**config.mk**
```make
export PLATFORM = sky130hd
export DESIGN_NAME = note_player
export DESIGN_NICKNAME = d
export VERILOG_FILES = /design/src/rtl/note_player.sv
export SDC_FILE = /design/constraint.sdc
export NUM_CORES = 1
export LEC_CHECK = 0
export BUFFER_PORTS_ARGS = -buffer_cell sky130_fd_sc_hd__buf_2
export CAP_MARGIN = 20
export CORE_UTILIZATION = 60
export CTS_CLUSTER_SIZE = 40
export DETAILED_ROUTE_END_ITERATION = 8
export GPL_ROUTABILITY_DRIVEN = 1
export PLACE_DENSITY = 0.81
export SYNTH_ARGS = -nofsm -noshare
export SYNTH_HDL_FRONTEND = slang
export SYNTH_SLANG_ARGS = --single-unit
```
**constraint.sdc**
```tcl
create_clock -name clock -period 2.9 [get_ports clock]
set_clock_uncertainty 0.1 [all_clocks]
set_input_delay 0.29 -clock clock [delete_from_list [all_inputs] [get_ports clock]]
set_output_delay 0.29 -clock clock [all_outputs]
set_load 0.02 [all_outputs]
```
**src/rtl/note_player.sv**
```systemverilog
// Playback engine for recorder note RAM: fetches {keys, duration} entries from
// address 0 and replays the key pattern for duration ticks of TICK_DIV clocks each.
module note_player #(
    parameter int unsigned ADDR_WIDTH = 5,
    parameter int unsigned DUR_WIDTH  = 16,
    parameter int unsigned TICK_DIV   = 500000
) (
    input  logic                      clock,
    input  logic                      reset,
    input  logic                      start,
    input  logic                      stop,
    input  logic                      loop,
    input  logic [ADDR_WIDTH:0]       length,
    output logic [ADDR_WIDTH-1:0]     mem_addr,
    output logic                      mem_rd,
    input  logic [DUR_WIDTH+3:0]      mem_data,
    output logic [3:0]                keys_out,
    output logic                      playing,
    output logic                      done
);

    localparam int unsigned LEN_W = ADDR_WIDTH + 1;
    localparam int unsigned PRE_W = (TICK_DIV > 1) ? $clog2(TICK_DIV) : 1;
    localparam logic [LEN_W-1:0] MAX_LEN  = LEN_W'(1) << ADDR_WIDTH;
    localparam logic [PRE_W-1:0] PRE_LAST = PRE_W'(TICK_DIV - 1);

    typedef enum logic [2:0] {
        S_IDLE,
        S_FETCH,
        S_WAIT,
        S_HOLD,
        S_DONE
    } state_t;

    state_t                 state;
    logic [LEN_W-1:0]       len_q;
    logic [ADDR_WIDTH-1:0]  index;
    logic [PRE_W-1:0]       presc;
    logic [DUR_WIDTH-1:0]   tick_cnt;
    logic [DUR_WIDTH-1:0]   dur_q;

    logic                   wrap;
    logic                   is_last;
    logic [DUR_WIDTH-1:0]   tick_next;
    logic [3:0]             rd_keys;
    logic [DUR_WIDTH-1:0]   rd_dur;

    assign wrap      = (presc == PRE_LAST);
    assign is_last   = ({1'b0, index} == (len_q - LEN_W'(1)));
    assign tick_next = tick_cnt + DUR_WIDTH'(1);
    assign rd_keys   = mem_data[DUR_WIDTH+3:DUR_WIDTH];
    assign rd_dur    = mem_data[DUR_WIDTH-1:0];

    // Sequencer: state, counters and all registered outputs
    always_ff @(posedge clock or negedge reset) begin
        if (!reset) begin
            state    <= S_IDLE;
            len_q    <= '0;
            index    <= '0;
            presc    <= '0;
            tick_cnt <= '0;
            dur_q    <= '0;
            mem_addr <= '0;
            mem_rd   <= 1'b0;
            keys_out <= '0;
            playing  <= 1'b0;
            done     <= 1'b0;
        end else begin
            mem_rd <= 1'b0;
            done   <= 1'b0;
            if (stop && (state != S_IDLE)) begin
                state    <= S_IDLE;
                keys_out <= '0;
                playing  <= 1'b0;
            end else begin
                case (state)
                    S_IDLE: begin
                        if (start && !stop) begin
                            keys_out <= '0;
                            playing  <= 1'b1;
                            if (length != '0) begin
                                len_q    <= (length > MAX_LEN) ? MAX_LEN : length;
                                index    <= '0;
                                mem_addr <= '0;
                                mem_rd   <= 1'b1;
                                state    <= S_FETCH;
                            end else begin
                                done  <= 1'b1;
                                state <= S_DONE;
                            end
                        end
                    end
                    S_FETCH: begin
                        state <= S_WAIT;
                    end
                    S_WAIT: begin
                        // A zero duration still plays for one tick
                        keys_out <= rd_keys;
                        dur_q    <= (rd_dur == '0) ? DUR_WIDTH'(1) : rd_dur;
                        presc    <= '0;
                        tick_cnt <= '0;
                        state    <= S_HOLD;
                    end
                    S_HOLD: begin
                        if (wrap) begin
                            presc    <= '0;
                            tick_cnt <= tick_next;
                            if (tick_next == dur_q) begin
                                if (!is_last) begin
                                    index    <= index + ADDR_WIDTH'(1);
                                    mem_addr <= index + ADDR_WIDTH'(1);
                                    mem_rd   <= 1'b1;
                                    state    <= S_FETCH;
                                end else if (loop) begin
                                    index    <= '0;
                                    mem_addr <= '0;
                                    mem_rd   <= 1'b1;
                                    state    <= S_FETCH;
                                end else begin
                                    keys_out <= '0;
                                    done     <= 1'b1;
                                    state    <= S_DONE;
                                end
                            end
                        end else begin
                            presc <= presc + PRE_W'(1);
                        end
                    end
                    S_DONE: begin
                        playing <= 1'b0;
                        state   <= S_IDLE;
                    end
                    default: begin
                        playing <= 1'b0;
                        state   <= S_IDLE;
                    end
                endcase
            end
        end
    end

endmodule

```
## Word-level counts from Yosys, hierarchy flattened

Index checks and enable logic that the tools add are counted.
Widths: inputs -> output; s select.

- $add $sub $neg: 4
- Reduce and logical (&&, ||, !) cells: 19
- $lt $le $gt $ge: 1
- Bitwise gates (word level): 1
- Mux-type cells: 47
- Equal/unequal tests: 17

Operators with widths:

| kind | count |
|---|---|
| $pmux 19 s2 | 1 |
| $mux 16 | 2 |
| $pmux 16 s2 | 1 |
| $mux 5 | 6 |
| $mux 4 | 6 |
| $mux 3 | 7 |
| $add 19x1->19 const B | 1 |
| $eq 19x19->1 const B | 1 |
| $mux 19 | 1 |
| $ne 3x3->1 const B | 6 |
| $add 16x1->16 const B | 1 |
| $eq 16x16->1 | 1 |
| $logic_not 16->1 | 1 |
| $mux 1 | 16 |
| $pmux 3 s4 | 1 |
| $pmux 4 s3 | 1 |
| $pmux 5 s2 | 1 |
| $ne 2x2->1 const B | 4 |
| $reduce_and 7->1 | 1 |
| $eq 3x2->1 const B | 2 |
| $eq 5x6->1 | 1 |
| $gt 6x6->1 const B | 1 |
| $mux 6 | 1 |
| $pmux 1 s2 | 3 |
| 17 further kinds | 22 |

- Input bits: 31
- Output and inout bits: 12
- Flip-flop bits (word level): 72

## Longest topological paths before layout

Gate-level depths: netlist (run 1).

- Word-level depth: 7
- Gate-level depth with buffers: 9
- Gate-level depth less buffers: 9

## Worst setup path after synthesis (run 1)

Ideal clock, no wire load.

- Path kind: reg2reg
- Start point: register tick_cnt[0]
- End point: register index[2]
- Slack: 0.310 ns
- Path buffers: 1
- Data arrival time: 2.408 ns
- Period minus slack after synthesis: 2.590 ns
- Stages on the path, launching flop included: 10
- Path through: dfrtp_1 > ha_1 > and3_1 > buf_6 > and4_4 > a311oi_1 > or4b_4 > nor4_4 > a31oi_1 > a31oi_1

- Longest elaborated chain between the ends: 4

Ends and longest elaborated chain:

| item | line | RTL |
|---|---|---|
| from (decl) | 39 | `logic [DUR_WIDTH-1:0] tick_cnt;` |
| from (signal assigned) | 107 | `tick_cnt <= tick_next;` |
| $add 16x1->16 | 50 | `assign tick_next = tick_cnt + DUR_WIDTH'(1);` |
| $eq 16x16->1 | 108 | `if (tick_next == dur_q) begin` |
| $ne 2x2->1 (no source line) | - |  |
| $reduce_and 7->1 (no source line) | - |  |
| to (signal assigned) | 110 | `index <= index + ADDR_WIDTH'(1);` |
| to (decl) | 37 | `logic [ADDR_WIDTH-1:0] index;` |

Every way passes these cells.
A chain may end at the register's enable or synchronous reset.

## Worst setup path in the final report (run 1)

- Start point: register tick_cnt[1]
- End point: register index[2]

Same word-level chain as after synthesis.

==> results of run 1 <==
[worst max-delay path: cells and delay by family, from the launching register on]
kind	cells	cell delay [ns]
flip-flops	1	0.43
XOR/XNOR	1	0.16
AO/OA/AOI/OAI	4	0.72
adder cells (fa/ha/maj)	1	0.31
AND/OR/NAND/NOR	2	0.96
[registers in the layout, summed over array words and instances (netlist names)]
signal,cells
presc,19
dur_q,16
tick_cnt,16
len_q,6
index,5
keys_out,4
state,3
done,1
mem_rd,1
playing,1
[power by group]
group          switching (mW)  leakage [nW]  internal, mW
clock                   0.385         0.112         0.503
sequential              0.161         0.959          1.17
combinational           0.436          1.05         0.372
[layer usage]
metal / share of wire (%) / up-vias / track usage [%]
met5: 0 / - / 0
met4: 1.3 / 0 / 9.39
met3: 6.4 / 16 / 6.16
met2: 47 / 155 / 46.0
met1: 45 / 1832 / 41.2
li1: - / 1836 / -
[logic make-up (layout without fill, tap and decap cells)]
logic type	after synthesis	after routing	share of synthesized area (%)
AOI/OAI and AO/OA	113	113	17.4
xor gates and xnor gates	30	30	5.99
adders and majority gates	4	4	1.14
buffers and inverters	40	86	4.62
DFF	72	72	41.1
muxes	15	15	3.83
and+or+nand+nor	202	202	25.9
[how the worst max path moves through the flow]
stage	to	depth (start not counted)	slack [ns]
6_report	index[2]	8	0.14
5_1_grt	keys_out[2]	7	-0.002
4_1_cts	index[1]	8	0.10
3_5_place_dp	index[1]	8	0.15
3_3_place_gp	index[2]	8	0.24
2_1_floorplan	index[2]	9	0.31
[metrics by stage]
step                      instances  instance area, µm²  util (%)  TNS [ns]  hold WS, ns
after floorplan                 476                4380         -         0       -0.106
after global placement          602                4660      67.5         0        0.392
after detailed placement        602                4660      67.5         0        0.394
after CTS                       618                4880      70.7         0       0.0334
after global routing            618                4900      70.9  -0.00178       0.0680
final                           618                4900      70.9         0       0.0335
[cell usage in the layout, fill, tap and decap left out, types with 15 or more instances in the layout]
master / count
dfrtp_1: 72
buf_2: 42
nor2_1: 41
o21ai_0: 39
nand2_1: 37
nand3_1: 18
xor2_1: 16
inv_1: 15
a31oi_1: 15
nor3_1: 15
[cell type report]
cell class | instances | area [µm²] | area share, %
tap | 96 | 120 | 2.45
inverter | 15 | 56.3 | 1.15
sequential | 72 | 1800 | 36.8
clock buffer | 10 | 138 | 2.81
multi-input combinational | 364 | 2390 | 48.8
timing repair buffer | 55 | 308 | 6.29
clock inverter | 6 | 82.6 | 1.69
==> tab_implementation.tex, run 1 <==
\begin{tabular}{lr}
\hline
Metric & Value \\
\hline
\multicolumn{2}{l}{\textbf{Timing}} \\
\quad Crit path setup slack, layout & 0.137 ns \\
\quad Fin crit period & 2.76 ns \\
\quad Transition time of the tightest slew-check pin & 0.926 ns \\
\quad Final Cycle Share & 95.3\% \\
\quad Endpoints failing hold & 0 \\
\quad Highest Clock Rate & 0.362 GHz \\
\quad Max-slew violations & 0 \\
\quad Final setup vio count & 0 \\
\quad Tightest slew margin relative to the limit & 38.1\% \\
\multicolumn{2}{l}{\textbf{Routing}} \\
\quad Count of unresolved DRC violations after routing & 0 \\
\quad Total Routed Length & 10300 µm \\
\quad Wire per inst & 16.7 µm \\
\quad Number of vias in the routed layout & 3839 \\
\quad Detailed router's first-iteration violation count & 300 \\
\quad Residual antenna-violating net count after detailed routing & 0 \\
\quad First-pass iteration count of the detailed router & 5 \\
\quad Average via count per standard cell & 6.21 \\
\multicolumn{2}{l}{\textbf{Layout}} \\
\quad Antenna diode count & 0 \\
\quad Count of fill cells added during filler insertion & 578 \\
\quad Share of cells above drive strength 1 & 20.5\% \\
\quad Signed area change from the synthesized netlist to the final layout & 11.7\% \\
\quad Layout net count & 552 \\
\multicolumn{2}{l}{\textbf{Global routing}} \\
\quad Global routing usage summed across all routing layers & 29.5\% \\
\quad Antenna violations before repair & 0 \\
\quad First-pass GRT wire length & 17300 µm \\
\quad Via count of the first global-routing pass & 3621 \\
\quad Congestion Overflow GR & 0 \\
\quad Largest net degree at the start of global routing & 73 \\
\multicolumn{2}{l}{\textbf{Clock network}} \\
\quad CTS root buf & clkbuf\_8 \\
\quad Number of buffers inserted for hold repair after clock tree synthesis & 0 \\
\quad Insertion delay of the later-clocked pin in the worst-skew pair & 0.35 ns \\
\quad Clock tree buffer depth & 2 \\
\quad Number of buffers added by the clock tree synthesis step & 9 \\
\quad Post-CTS resize count & 0 \\
\quad TritonCTS clock tree & yes \\
\quad Clock input transition at the sequential cells of the worst setup and hold paths & 0.08 ns \\
\quad H-tree level count & 3 \\
\quad Number of buffers inserted by post-CTS setup repair & 0 \\
\quad Number of sinks handled by clock tree synthesis & 72 \\
\multicolumn{2}{l}{\textbf{Die}} \\
\quad Number of top-level pins & 43 \\
\quad Die Span X & 87.5 µm \\
\quad Vertical die dimension & 87.5 µm \\
\quad Count of standard-cell rows & 30 \\
\quad Starting density of the core & 63.5\% \\
\quad Die Footprint & 7650 µm² \\
\quad Core region area & 6910 µm² \\
\multicolumn{2}{l}{\textbf{Synth}} \\
\quad EDFF count, synth & 0 \\
\quad Number of standard cells after synthesis & 476 \\
\quad Cell taking the most area after synthesis & dfrtp\_1 \\
\quad Most instantiated flip-flop cell in the synthesis netlist & dfrtp\_1 \\
\quad Synth unique cells & 69 \\
\quad Cell with the most instances after synthesis & dfrtp\_1 \\
\quad Warnings, synthesis & 0 \\
\quad Fraction of synthesis flops using an asynchronous set or reset pin & 100\% \\
\quad Post-Synthesis Net Count & 511 \\
\quad Avg Cell Area, Syn & 9.21 µm² \\
\quad Top cells by area in the synthesized netlist & dfrtp\_1 (41\%), o21ai\_0 (4.5\%), mux2\_2 (3.6\%) \\
\quad Seq cells post-synth & 72 \\
\quad Top cells by instance count after synthesis & dfrtp\_1 (72), nor2\_1 (41), o21ai\_0 (39), nand2\_1 (37), nand3\_1 (18) \\
\quad Post-synthesis instance area & 4380 µm² \\
\quad Register area share after synthesis & 41.1\% \\
\quad Fraction of post-synthesis cell area in the top cell type by area & 41.1\% \\
\multicolumn{2}{l}{\textbf{Worst hold path}} \\
\quad Hold Crit Class & input pin to async pin \\
\multicolumn{2}{l}{\textbf{Pwr}} \\
\quad Total power & 3.02 mW \\
\quad Total power density per cell area & 618 nW/µm² \\
\quad Maximum vdd drop & 0.359 mV \\
\quad Reported leakage power & 2.13 nW \\
\multicolumn{2}{l}{\textbf{Flow run}} \\
\quad Maximum capacitance violations & 0 \\
\multicolumn{2}{l}{\textbf{Setup path}} \\
\quad Most common cell on crit path & a31oi\_1 \\
\quad Launching instance or port of the critical path & tick\_cnt[1] \\
\quad Type of destination of the critical path & flop \\
\quad Critical-path top delay cell & or4b\_4 \\
\quad Worst setup SP type & flop \\
\quad Highest net fanout along the worst path & 6 \\
\quad Capture point of the worst reg-to-reg path & index[2] \\
\quad R2r setup slk & 0.14 ns \\
\quad Critical Path AT & 2.94 ns \\
\quad Longest individual stage delay on the worst path & 0.60 ns \\
\quad Depth of the worst register-to-register path & 8 \\
\quad Startpoint of the most critical register-to-register path & tick\_cnt[1] \\
\quad Crit Path Category & flop to flop \\
\quad Critical Path, Cell by Cell & ha\_2 > xor2\_1 > a211oi\_1 > o211ai\_1 > or4b\_4 > nor4\_4 > a31oi\_1 > a31oi\_1 \\
\quad Crit path required time & 3.07 ns \\
\multicolumn{2}{l}{\textbf{Placement}} \\
\quad Routability cong. & 0.925 \\
\quad Pre-CTS setup slack & 0.146 ns \\
\quad Post-detail-place hpwl & 7240 µm \\
\quad Count of port buffers added during placement & 42 \\
\multicolumn{2}{l}{\textbf{Outcome}} \\
\quad Outcome & finished clean \\
\hline
\end{tabular}
Power figures use the tool's default switching activity.
==> run 2: changes to the inputs <==
- CELL_PAD_IN_SITES_DETAIL_PLACEMENT: unset -> 2
- CELL_PAD_IN_SITES_GLOBAL_PLACEMENT: unset -> 2
- CORE_ASPECT_RATIO: unset -> 1.5
- CORE_UTILIZATION: 60 -> 37
- PLACE_DENSITY: 0.81 -> unset
- PLACE_DENSITY_LB_ADDON: unset -> 0.1
==> run 2 against run 1 <==
  * Combinational power is 6.1% higher
  * Non-clock buffer count increased by 10
  * Largest cell class unchanged
  * Sequential power hardly changed
  * Utilization decreased by 26 points
  * Sequential share of layout area shrank 2.2 points
  * Largest power group is now the clock network
  * Maximum frequency down 1.1%
  * Flip-flop and latch count did not move
  * Final cell count is 10% higher
  * Critical endpoint unchanged
  * First-iteration DRC count decreased by 48%
  * Count of clock-buffer cells in the layout fell by 1
  * The run now ends with negative hold slack left
  * Highest routed layer unchanged
  * Clock power up 55%
==> tab_implementation.tex, run 2 (synthesis gave the netlist of run 1 again) <==
\begin{tabular}{lr}
\hline
Metric & Value \\
\hline
\multicolumn{2}{l}{\textbf{Worst hold path}} \\
\quad Hold Crit Class & input pin to async pin \\
\multicolumn{2}{l}{\textbf{Pwr}} \\
\quad Reported leakage power & 2.24 nW \\
\quad Total power density per cell area & 686 nW/µm² \\
\quad Maximum vdd drop & 0.343 mV \\
\multicolumn{2}{l}{\textbf{Layout}} \\
\quad Final Instance Count excl. Fillers & 682 \\
\quad Commonest cells after routing, fill and taps aside & dfrtp\_1 (71), buf\_2 (41), nor2\_1 (40), o21ai\_0 (39), nand2\_1 (37) \\
\quad Layout net count & 562 \\
\quad Register with the most flip-flops & presc \\
\quad Most common library cell in the layout ignoring fill and taps & dfrtp\_1 \\
\quad Share of cells above drive strength 1 & 22.6\% \\
\quad Finished Cell Area & 5210 µm² \\
\quad Regs by FF count & presc x19, dur\_q x16, tick\_cnt x16 \\
\quad Antenna diode count & 0 \\
\quad Flip-flop count of the largest register after layout & 19 \\
\quad Signed area change from the synthesized netlist to the final layout & 18.8\% \\
\quad Count of fill cells added during filler insertion & 1293 \\
\multicolumn{2}{l}{\textbf{Die}} \\
\quad Vertical die dimension & 135 µm \\
\quad Die Footprint & 12300 µm² \\
\quad Number of top-level pins & 43 \\
\quad Die Span X & 90.9 µm \\
\quad Core region area & 11500 µm² \\
\quad Starting density of the core & 38.0\% \\
\quad Count of standard-cell rows & 48 \\
\multicolumn{2}{l}{\textbf{Routing}} \\
\quad Post-Route M1 WL & 5430 µm \\
\quad Residual antenna-violating net count after detailed routing & 0 \\
\quad Routed met3 length & 280 µm \\
\quad Count of unresolved DRC violations after routing & 0 \\
\quad Wire per inst & 20.8 µm \\
\quad Number of vias in the routed layout & 3914 \\
\quad Detailed router's first-iteration violation count & 156 \\
\quad DR top layer & met4 \\
\quad Total Routed Length & 14200 µm \\
\quad Average via count per standard cell & 5.74 \\
\quad DR WL met2 & 8000 µm \\
\quad First-pass iteration count of the detailed router & 5 \\
\multicolumn{2}{l}{\textbf{Global routing}} \\
\quad Global routing usage summed across all routing layers & 24.4\% \\
\quad Congestion Overflow GR & 0 \\
\quad Antenna violations before repair & 0 \\
\quad Via count of the first global-routing pass & 4435 \\
\quad Largest net degree at the start of global routing & 73 \\
\quad First-pass GRT wire length & 23200 µm \\
\multicolumn{2}{l}{\textbf{Clock network}} \\
\quad H-tree level count & 3 \\
\quad TritonCTS clock tree & yes \\
\quad CTS root buf & clkbuf\_16 \\
\quad Number of sinks handled by clock tree synthesis & 72 \\
\quad Clock tree buffer depth & 2 \\
\quad Number of buffers inserted for hold repair after clock tree synthesis & 0 \\
\quad Insertion delay of the later-clocked pin in the worst-skew pair & 0.33 ns \\
\quad Number of buffers inserted by post-CTS setup repair & 0 \\
\quad Clock input transition at the sequential cells of the worst setup and hold paths & 0.06 ns \\
\quad Post-CTS resize count & 0 \\
\quad Number of buffers added by the clock tree synthesis step & 9 \\
\multicolumn{2}{l}{\textbf{Setup path}} \\
\quad Worst setup SP type & flop \\
\quad Critical Path AT & 2.94 ns \\
\quad Crit path required time & 3.04 ns \\
\quad Crit Path Category & flop to flop \\
\quad R2r setup slk & 0.11 ns \\
\quad Depth of the worst register-to-register path & 8 \\
\quad Capture point of the worst reg-to-reg path & index[2] \\
\quad Launching instance or port of the critical path & tick\_cnt[1] \\
\quad Startpoint of the most critical register-to-register path & tick\_cnt[1] \\
\quad Highest net fanout along the worst path & 6 \\
\quad Type of destination of the critical path & flop \\
\multicolumn{2}{l}{\textbf{Timing}} \\
\quad Final setup vio count & 0 \\
\quad Max-slew violations & 0 \\
\quad Transition time of the tightest slew-check pin & 0.964 ns \\
\quad Crit path setup slack, layout & 0.106 ns \\
\quad Smallest hold slack & -0.00245 ns \\
\quad Tightest slew margin relative to the limit & 35.7\% \\
\quad Fin crit period & 2.79 ns \\
\quad Highest Clock Rate & 0.358 GHz \\
\quad Endpoints failing hold & 2 \\
\quad Final Cycle Share & 96.4\% \\
\multicolumn{2}{l}{\textbf{Placement}} \\
\quad Post-detail-place hpwl & 10600 µm \\
\quad Placed standard-cell area & 4810 µm² \\
\quad Count of port buffers added during placement & 42 \\
\quad Pre-CTS setup slack & 0.0560 ns \\
\quad Total placed cells including tap cells & 666 \\
\quad Routability cong. & 0.849 \\
\multicolumn{2}{l}{\textbf{Flow run}} \\
\quad Maximum capacitance violations & 0 \\
\multicolumn{2}{l}{\textbf{Outcome}} \\
\quad Outcome & finished, violations left \\
\quad Failing checks & negative hold slack \\
\hline
\end{tabular}
run 2: cell count changes in the layout (fill, tap and decap cells not counted), moves of 2 or more:
cell | previous run | this run
buf_4 | 13 | 24
bufinv_16 | 2 | 4
clkbuf_16 | 0 | 9
clkbuf_8 | 10 | 0
clkinv_2 | 3 | 1
run 2: power breakdown:
group	internal [mW]	leakage, nW	switching (mW)	total [mW]
Clock	0.931	0.180	0.446	1.38
Sequential	1.17	0.958	0.171	1.34
Combinational	0.384	1.11	0.472	0.856
run 2: area by class of cell:
type	count	area (µm²)	share of cell area [%]
multi-input combinational	364	2410	46.2
sequential	72	1800	34.6
timing repair buffer	65	385	7.40
clock buffer	9	225	4.32
tap	150	188	3.60
clock inverter	7	143	2.74
inverter	15	56.3	1.08
run 2: metrics by stage:
step / total power, mW / utilization, % / setup TNS (ns)
floorplan: 1.89 / - / 0
global placement: 2.16 / 41.7 / 0
detailed placement: 2.21 / 41.7 / 0
CTS: 3.61 / 44.9 / 0
global route: 3.75 / 45.2 / -0.00475
finish: 3.57 / 45.2 / 0
run 2: per-layer routing:
layer	vias up	global-route usage, %
met5	-	0
met2	58	47.3
li1	1845	-
met4	0	9.61
met3	26	3.76
met1	1985	26.0
run 2: worst max-delay path, stage by stage (launching register included):
cell and delay (ns):
dfrtp_2 0.44, ha_2 0.30, xor2_1 0.18, a211oi_1 0.21, o211ai_1 0.19, or4b_4 0.59
nor4_4 0.35, a31oi_1 0.15, a31oi_1 0.19
run 2: how the worst max path moves through the flow:
stage / end / slack (ns) / cells after the start
3_3_place_gp: index[1] / 0.18 / 7
6_report: index[2] / 0.11 / 8
3_5_place_dp: index[2] / 0.06 / 7
5_1_grt: index[4] / -0.005 / 7
4_1_cts: index[2] / 0.04 / 8
2_1_floorplan: index[2] / 0.31 / 9
